**src/rtl/cia_pkg.sv**
```systemverilog
// cia_pkg: shared types, constants and helpers for the CIA TOD generator.
// Used by cia_phase_acc and cia_todgen.
package cia_pkg;

    // Sync state machine: internal generator, acquiring lock, locked to ext_tod.
    typedef enum logic [1:0] {
        ST_INT = 2'd0,
        ST_ACQ = 2'd1,
        ST_EXT = 2'd2
    } todgen_state_t;

    localparam int TOD_HZ_50 = 50;
    localparam int TOD_HZ_60 = 60;

    // Phase step per clk: twice the mains rate, because the wave toggles twice per period.
    function automatic int tod_inc(input logic sel60);
        return sel60 ? 2 * TOD_HZ_60 : 2 * TOD_HZ_50;
    endfunction

    // Nominal mains period in clk cycles.
    function automatic int tod_period(input int clk_hz, input logic sel60);
        return clk_hz / (sel60 ? TOD_HZ_60 : TOD_HZ_50);
    endfunction

endpackage

```
**src/rtl/cia_phase_acc.sv**
```systemverilog
// cia_phase_acc: phase accumulator that emits a toggle strobe each time the
// running phase crosses CLK_HZ. Wrapping by subtraction keeps the long-term
// toggle rate exact for any increment.
module cia_phase_acc #(
    parameter int  CLK_HZ = 24000000,
    localparam int ACC_W  = $clog2(CLK_HZ) + 1
) (
    input  logic             clk,
    input  logic             res_n,
    input  logic             en,
    input  logic             clr,
    input  logic [ACC_W-1:0] inc,
    output logic             toggle
);

    localparam logic [ACC_W-1:0] LIMIT = ACC_W'(CLK_HZ);

    logic [ACC_W-1:0] acc;
    logic [ACC_W-1:0] sum;

    // acc < CLK_HZ and inc is small, so the sum never overflows ACC_W bits.
    assign sum    = acc + inc;
    assign toggle = en && !clr && (sum >= LIMIT);

    // Accumulate while enabled, wrap by CLK_HZ on a toggle; clr restarts the phase at 0.
    always_ff @(posedge clk) begin
        // NOTE: sequential state uses non-blocking assignments so every flop samples pre-edge values.
        if (!res_n) begin
            acc <= '0;
        end else if (clr) begin
            acc <= '0;
        end else if (en) begin
            acc <= toggle ? sum - LIMIT : sum;
        end
    end

endmodule

```
**src/rtl/cia_todgen.sv**
```systemverilog
// cia_todgen: 50/60 Hz TOD square-wave generator for the CIA TOD pin.
// Optional feature macro CIA_TODGEN_SYNC_EN: lock tod_o to an external
// mains-derived wave (ext_tod) once LOCK_EDGES consecutive in-window edges
// have been seen; fall back to the internal generator on timeout.
module cia_todgen
    import cia_pkg::*;
#(
    parameter int CLK_HZ     = 24000000,
    parameter int LOCK_EDGES = 4
) (
    input  logic clk,
    input  logic res_n,
    input  logic en,
    input  logic sel60,
    input  logic ext_tod,
    output logic tod_o,
    output logic tick,
    output logic ext_lock
);

    localparam int ACC_W = $clog2(CLK_HZ) + 1;

    logic [ACC_W-1:0] inc;
    logic             acc_toggle;
    logic             acc_clr;
    logic             src_ext;
    logic             ext_lvl;

    // sel60 feeds the increment directly, so a rate change applies on the next add.
    assign inc = ACC_W'(tod_inc(sel60));

    cia_phase_acc #(
        .CLK_HZ (CLK_HZ)
    ) u_phase_acc (
        .clk    (clk),
        .res_n  (res_n),
        .en     (en),
        .clr    (acc_clr),
        .inc    (inc),
        .toggle (acc_toggle)
    );

`ifdef CIA_TODGEN_SYNC_EN
    localparam int P60   = tod_period(CLK_HZ, 1'b1);
    localparam int P50   = tod_period(CLK_HZ, 1'b0);
    localparam int CNT_W = $clog2((5 * P50) / 2 + 2) + 1;
    localparam int LCK_W = $clog2(LOCK_EDGES + 1);
    localparam logic [CNT_W-1:0] CNT_MAX = '1;

    logic             ext_ff1, ext_ff2, ext_ff3;
    logic             ext_edge;
    todgen_state_t    state, state_nxt;
    logic [LCK_W-1:0] lock_cnt, lock_cnt_nxt, lock_inc;
    logic [CNT_W-1:0] ival_cnt, ival_cnt_nxt;
    logic [CNT_W-1:0] win_lo, win_hi, ext_to;
    logic             in_win;

    // Two-flop synchronizer for ext_tod plus a delay stage for rising-edge detection.
    always_ff @(posedge clk) begin
        if (!res_n) begin
            ext_ff1 <= 1'b0;
            ext_ff2 <= 1'b0;
            ext_ff3 <= 1'b0;
        end else begin
            ext_ff1 <= ext_tod;
            ext_ff2 <= ext_ff1;
            ext_ff3 <= ext_ff2;
        end
    end

    assign ext_edge = ext_ff2 & ~ext_ff3;

    // ival_cnt reads (cycles since last edge - 1) at the next edge, hence the -1 on
    // the window bounds. Window is P +/- 12.5%, rounded inward.
    assign win_lo = sel60 ? CNT_W'((7 * P60 + 7) / 8 - 1) : CNT_W'((7 * P50 + 7) / 8 - 1);
    assign win_hi = sel60 ? CNT_W'((9 * P60) / 8 - 1)     : CNT_W'((9 * P50) / 8 - 1);
    assign ext_to = sel60 ? CNT_W'((5 * P60) / 2)         : CNT_W'((5 * P50) / 2);

    assign in_win   = (ival_cnt >= win_lo) && (ival_cnt <= win_hi);
    assign lock_inc = lock_cnt + LCK_W'(1);

    // Sync FSM next-state: edge qualification, lock counting and timeouts.
    always_comb begin
        // NOTE: every output of this block gets a default first, so no path can infer a latch.
        state_nxt    = state;
        lock_cnt_nxt = lock_cnt;
        ival_cnt_nxt = (ival_cnt == CNT_MAX) ? ival_cnt : ival_cnt + CNT_W'(1);
        acc_clr      = 1'b0;
        if (!en) begin
            state_nxt    = ST_INT;
            lock_cnt_nxt = '0;
            ival_cnt_nxt = '0;
        end else begin
            case (state)
                ST_INT: begin
                    if (ext_edge) begin
                        state_nxt    = ST_ACQ;
                        lock_cnt_nxt = '0;
                        ival_cnt_nxt = '0;
                    end
                end
                ST_ACQ: begin
                    if (ext_edge) begin
                        ival_cnt_nxt = '0;
                        if (!in_win) begin
                            lock_cnt_nxt = '0;
                        end else begin
                            lock_cnt_nxt = lock_inc;
                            if (lock_inc == LCK_W'(LOCK_EDGES)) state_nxt = ST_EXT;
                        end
                    end else if (ival_cnt > win_hi) begin
                        state_nxt    = ST_INT;
                        lock_cnt_nxt = '0;
                    end
                end
                ST_EXT: begin
                    // Off-window edges keep the lock; only a missing edge drops it.
                    if (ext_edge) begin
                        ival_cnt_nxt = '0;
                    end else if (ival_cnt > ext_to) begin
                        state_nxt    = ST_INT;
                        lock_cnt_nxt = '0;
                        acc_clr      = 1'b1;
                    end
                end
                default: begin
                    state_nxt    = ST_INT;
                    lock_cnt_nxt = '0;
                end
            endcase
        end
    end

    // Sync FSM state register.
    always_ff @(posedge clk) begin
        if (!res_n) begin
            state    <= ST_INT;
            lock_cnt <= '0;
            ival_cnt <= '0;
        end else begin
            state    <= state_nxt;
            lock_cnt <= lock_cnt_nxt;
            ival_cnt <= ival_cnt_nxt;
        end
    end

    // tod_o loads ext_ff1 in EXT, acting as a parallel second synchronizer stage:
    // this gives the 2-clk input-to-output latency with tod_o still registered.
    assign src_ext = (state == ST_EXT);
    assign ext_lvl = ext_ff1;
`else
    logic unused_sync;

    assign src_ext     = 1'b0;
    assign ext_lvl     = 1'b0;
    assign acc_clr     = 1'b0;
    assign unused_sync = ext_tod | (LOCK_EDGES < 0);
`endif

    assign ext_lock = src_ext;

    // Output register: internal wave in INT/ACQ, external wave when locked; tick on 0->1 only.
    always_ff @(posedge clk) begin
        if (!res_n) begin
            tod_o <= 1'b0;
            tick  <= 1'b0;
        end else if (!en) begin
            tick  <= 1'b0;
        end else if (src_ext) begin
            tod_o <= ext_lvl;
            tick  <= ext_lvl & ~tod_o;
        end else begin
            tod_o <= tod_o ^ acc_toggle;
            tick  <= acc_toggle & ~tod_o;
        end
    end

endmodule

```
**config.mk**
```make
export PLATFORM = sky130hd
export DESIGN_NAME = cia_todgen
export DESIGN_NICKNAME = d
export VERILOG_FILES = /design/src/rtl/cia_pkg.sv /design/src/rtl/cia_phase_acc.sv /design/src/rtl/cia_todgen.sv
export SDC_FILE = /design/constraint.sdc
export NUM_CORES = 1
export LEC_CHECK = 0
export ABC_CLOCK_PERIOD_IN_PS = 3490
export BUFFER_PORTS_ARGS = -buffer_cell sky130_fd_sc_hd__clkbuf_2
export CORE_MARGIN = 5
export CORE_UTILIZATION = 57
export DETAILED_ROUTE_END_ITERATION = 10
export PLACE_DENSITY_LB_ADDON = 0.15
export SYNTH_ARGS = -nofsm -noshare
export SYNTH_HDL_FRONTEND = slang
export SYNTH_SLANG_ARGS = --single-unit
export TNS_END_PERCENT = 20
```
**constraint.sdc**
```tcl
create_clock -name clk -period 3.49 [get_ports clk]
set_clock_uncertainty 0.05 [all_clocks]
set_input_delay 0.349 -clock clk [delete_from_list [all_inputs] [get_ports clk]]
set_output_delay 0.349 -clock clk [all_outputs]
set_load 0.02 [all_outputs]
```
======== Word level (Yosys, flattened, before mapping) ========
Cells that the tools add are included.
cells by class
  reduce and logical (&&, ||, !) cells .... 2
  muxes and demuxes ....................... 2
  $add $sub $neg .......................... 2
  magnitude comparators ................... 1
  bitwise operators ....................... 3
operators with widths
  operator                                                                 number
  26-bit by 7-bit adder with 26-bit output                                 1
  26-bit by 25-bit >= comparator with 1-bit output, second input constant  1
  26-bit two-way mux                                                       1
  26-bit by 25-bit subtractor with 26-bit output, second input constant    1
  5-bit two-way mux                                                        1
  2-bit AND reduction                                                      1
  1-bit AND                                                                1
  1-bit logical AND                                                        1
  1-bit inverter                                                           1
  1-bit bitwise XOR                                                        1
storage, ports and cells
  output and inout port bits .............. 3
  input bits .............................. 5
  word-level logic and storage cells ...... 13
  bits in registers ....................... 28

======== Logic depth before layout (Yosys ltp) ========
  depth after elaboration ................. 5
  gate-level depth with buffers ........... 13
  gate-level depth less buffers ........... 13

======== Cells and area by module ========
A second synthesis with hierarchy kept.
second synthesis, totals
  cells, all modules ...................... 403
  area, all modules ....................... 3,148.0 µm²
modules (own cells, without submodules)
  module         times used  sequential area each (µm²)  cells an instance  area each (µm²)
  cia_phase_acc  1           520.5                       392                3,052.9
  cia_todgen     1           40.0                        11                 95.1

======== Worst setup path after synthesis ========
Ideal clock, no wire load.
  path kind ............................... input -> register
  from .................................... in sel60
  to ...................................... reg u_phase_acc.acc[25]
  library setup time ...................... 0.122 ns
  required time ........................... 3.318 ns
  path buffers ............................ 0
  slack ................................... -0.248 ns
  data arrival time ....................... 3.567 ns
  stages on the path ...................... 13
  path through ............................ inv_1 ha_1 fa_1 a2111oi_2 nor2_1 xor2_1 ha_1 or3_1 a21o_1 a31oi_1 nand2_1 and3_1 o311a_1
between the ends
  longest elaborated chain between the ends .. 5
  elaborated cells on any way between the ends .. 6
  those cells by class .................... add/sub (2); order compare (1); mux (2); reduce/logical (1)
ends and longest elaborated chain
  item                                              RTL line             text
  start: declaration                                cia_todgen.sv:14     input logic sel60,
  5-bit two-way mux (*)                             cia_pkg.sv:17        return sel60 ? 2 * TOD_HZ_60 : 2 * TOD_HZ_50;
  26-bit by 7-bit adder with 26-bit output (*)      cia_phase_acc.sv:22  assign sum = acc + inc;
  26-bit by 25-bit >= comparator with 1-bit output  cia_phase_acc.sv:23  assign toggle = en && !clr && (sum >= LIMIT);
  1-bit logical AND                                 cia_phase_acc.sv:23
  26-bit two-way mux (*)                            cia_phase_acc.sv:33  acc <= toggle ? sum - LIMIT : sum;
  end signal: assignment                            cia_phase_acc.sv:33
  end: declaration                                  cia_phase_acc.sv:18  logic [ACC_W-1:0] acc;
Every way passes the cells marked *; elsewhere a longest branch is shown, timed or not.
A chain may end at the register's enable or synchronous reset.

======== Worst setup path after layout ========
  from .................................... reg u_phase_acc.acc[2]
  to ...................................... reg u_phase_acc.acc[14]
between the ends
  longest elaborated chain between the ends .. 4
  elaborated cells on any way between the ends .. 5
  those cells by class .................... add/sub (2); order compare (1); mux (1); reduce/logical (1)
ends and longest elaborated chain
  item                                              RTL line
  26-bit by 7-bit adder with 26-bit output (*)      cia_phase_acc.sv:22
  26-bit by 25-bit >= comparator with 1-bit output  cia_phase_acc.sv:23
  1-bit logical AND                                 cia_phase_acc.sv:23
  26-bit two-way mux (*)                            cia_phase_acc.sv:33
Marks and branches as above.

==> flow_summary_export.csv <==
group,metric,value,unit
run_status,status,"finished, violations left",
run_status,violations,"negative setup slack",
drt,first_iter_violations,208,
cells_and_area,fin_cells,422,
run,maxCapViolCount,0,
drt,drc_errors,0,
placement,dpl_worst_slack,-0.279,ns
synth,synth_area_per_cell,7.50,sq um
synth,syn-instance-count,320,
cells_and_area,final_common_cell,"buf_4",
timing,hold_viol_final,0,
grt,grt_antenna_before_repair,0,
clock_network,numCtsBuffers,3,
floorplanning,die_area,5610,sq um
cells_and_area,utilization,77.9,%
power,ir_worst_vdd,0.189,mV
clock_network,htreeDepth,1,
grt,grt_usage,26.2,%
clock_network,cts_tree,"yes",
grt,top_usage_layer,"met2",
cells_and_area,nets,385,
timing,slew_headroom,61.0,%
critical_path,crit_type,"reg2reg",
placement,place_congestion,0.960,
power,seqPwrFrac,40.5,%
hold_path,hp-start,"u_phase_acc.acc[13]",
timing,worst_pin_slew,0.584,ns
critical_path,startpoint_type,"register",
clock_network,cts_buffer_depth,2,
floorplanning,die_w,74.9,um
floorplanning,placementRows,23,
timing,timing.final.ws_setup,-0.00801,ns
clock_network,clk_pin_slew,0.10,ns
power,total_power,0.839,mW
critical_path,critPathLaunch,"u_phase_acc.acc[2]",
power,p_sw,0.293,mW
timing,fin_crit,3.50,ns
critical_path,cp.arrival,3.66,ns
synth,yosys-top-cells-area,"dfxtp_1, mux2i_1, nand2_1",
power,netSwitchingFraction,34.9,%
timing,fin_hold_ws,0.442,ns
drt,avgViaCountPerCell,6.47,
grt,grt_overflow,0,
critical_path,reg2reg_from,"u_phase_acc.acc[2]",
floorplanning,coreArea,4030,sq um
clock_network,clkSinkCount,26,
critical_path,worstPathRequired,3.65,ns
drt,drtAntennaViolNets,0,
grt,met3_usage,4.94,%
timing,setup_violations,1,
drt,wl_per_cell,17.4,um
synth,ys_warn_count,0,
critical_path,cp-end-kind,"register",
timing,rsz0062_at_grt,"yes",
grt,use_met2,44.3,%
synth,ys_seq_elements,26,
cells_and_area,syn_to_final_growth,30.7,%
cells_and_area,drive_above_1_share,32.5,%
hold_path,hp-class,"reg2reg",
timing,drv_slew,0,
power,leakage,1.24,nW
synth,synth_edf_count,0,
synth,yosysTopAreaCell,"dfxtp_1",
grt,grt_pass1_vias,2539,
grt,grt_use_met1,33.5,%
power,clkPwrFrac,21.6,%
placement,dp_hpwl,4920,um
clock_network,root_buffer,"clkbuf_8",
cells_and_area,diodes,0,
drt,vias,2729,
power,power.density,267,nW/um^2
synth,syn_nets,331,
grt,grt_max_degree,28,
power,power_frac_comb,37.9,%
placement,portBuffers,5,
grt,grt_pass1_wl,11500,um
synth,synth_cell_type_count,63,
floorplanning,die_y,74.9,um
cells_and_area,layout_common_cells,"buf_4, nand2_1, dfxtp_1",
timing,period_share,100,%
clock_network,cts_hold_buf,0,
synth,syn-cell-area,2400,sq um
clock_network,clk_latency,0.28,ns
floorplanning,ioPinCount,8,
power,intPower,0.546,mW
placement,placedCellCount,408,
floorplanning,start_util,59.6,%
drt,firstDrtPassIters,5,
critical_path,path_max_fanout,5,
synth,ys_seq_area_share,21.7,%
timing,max_freq,0.286,GHz
synth,async_flop_share,0,%
synth,synth_ff_type,"dfxtp_1",
drt,wl,7350,um
synth,synth_top_area_share,21.7,%
[metrics by stage]
| stage | TNS (ns) | instance area [sq um] |
|---|---|---|
| floorplan | -0.0276 | 2420 |
| global placement | -1.71 | 2820 |
| detailed placement | -2.83 | 2820 |
| CTS | -0.233 | 2890 |
| global route | -0.812 | 3140 |
| finish | -0.00801 | 3140 |
[layer usage]
layer,wire length (um),part of all wire (%)
met2,3560,48
met1,3160,43
met4,199,2.7
met3,437,5.9
met5,0,0
[area by class of cell]
type / instances / area, sq um
Tap cell: 50 / 62.6
Sequential cell: 26 / 522
Multi-Input combinational cell: 263 / 1940
Inverter: 10 / 37.5
Clock buffer: 3 / 41.3
Timing Repair Buffer: 70 / 532
Fill cell: 288 / 890
[power by group through the flow]
| stage | registers [mW] | clock network [mW] | logic [mW] |
|---|---|---|---|
| global placement | 0.342 | 0 | 0.249 |
| finish | 0.340 | 0.181 | 0.318 |
| floorplan | 0.337 | 0 | 0.160 |
| CTS | 0.338 | 0.180 | 0.261 |
| detailed placement | 0.344 | 0 | 0.254 |
| global route | 0.343 | 0.198 | 0.342 |
[cells in the mapped netlist (all sizes together), types with 6 or more instances]
cell,instances
and3,6
dfxtp,26
or3,9
and2,7
nor4,7
xor2,6
nor3,8
buf,8
xnor2,7
nand3,14
a21oi,17
inv,10
nand2,39
nand2b,10
mux2i,17
o21ai,17
nor2,20
clkbuf,13
nand4,7
a21o,8
[critical path, stage by stage, from the launching register on]
cell and delay (ns):
dfxtp_2 0.34, ha_4 0.16, fa_2 0.40, or4_4 0.45, o221a_4 0.25, a311oi_2 0.26
a31o_2 0.16, nand4_4 0.12, o31a_1 0.42, buf_6 0.17, or3_4 0.33, a21oi_2 0.14
mux2i_1 0.20
[what timing repair did]
| action | CTS | global route |
|---|---|---|
| setup buffers | 1 | 9 |
| cloned | 0 | 1 |
| pin swaps | 6 | 16 |
| endpoints found under the setup margin | 10 | 19 |
| gates resized for setup | 7 | 37 |
[cells by family after synthesis]
logic type / synth area share, %
simple gates: 31.7
compound gates: 25.2
buf+inv: 5.52
flops: 21.7
mux: 7.56
xor+xnor: 4.74
fa+ha+maj: 3.44
other cells: 0.156
[final timing paths]
check,to,depth (start not counted),slack [ns]
worst max-delay path,u_phase_acc.acc[14],12,-0.008
worst min-delay path,u_phase_acc.acc[13],2,0.44
worst max register to register,u_phase_acc.acc[14],12,-0.008
worst min register to register,u_phase_acc.acc[13],2,0.44
[flip-flops by register name, summed over array words and instances, names as in the netlist]
| signal | count |
|---|---|
| tick | 1 |
| u_phase_acc.acc | 24 |
| tod_o | 1 |
(Power assumes the default switching activity.)
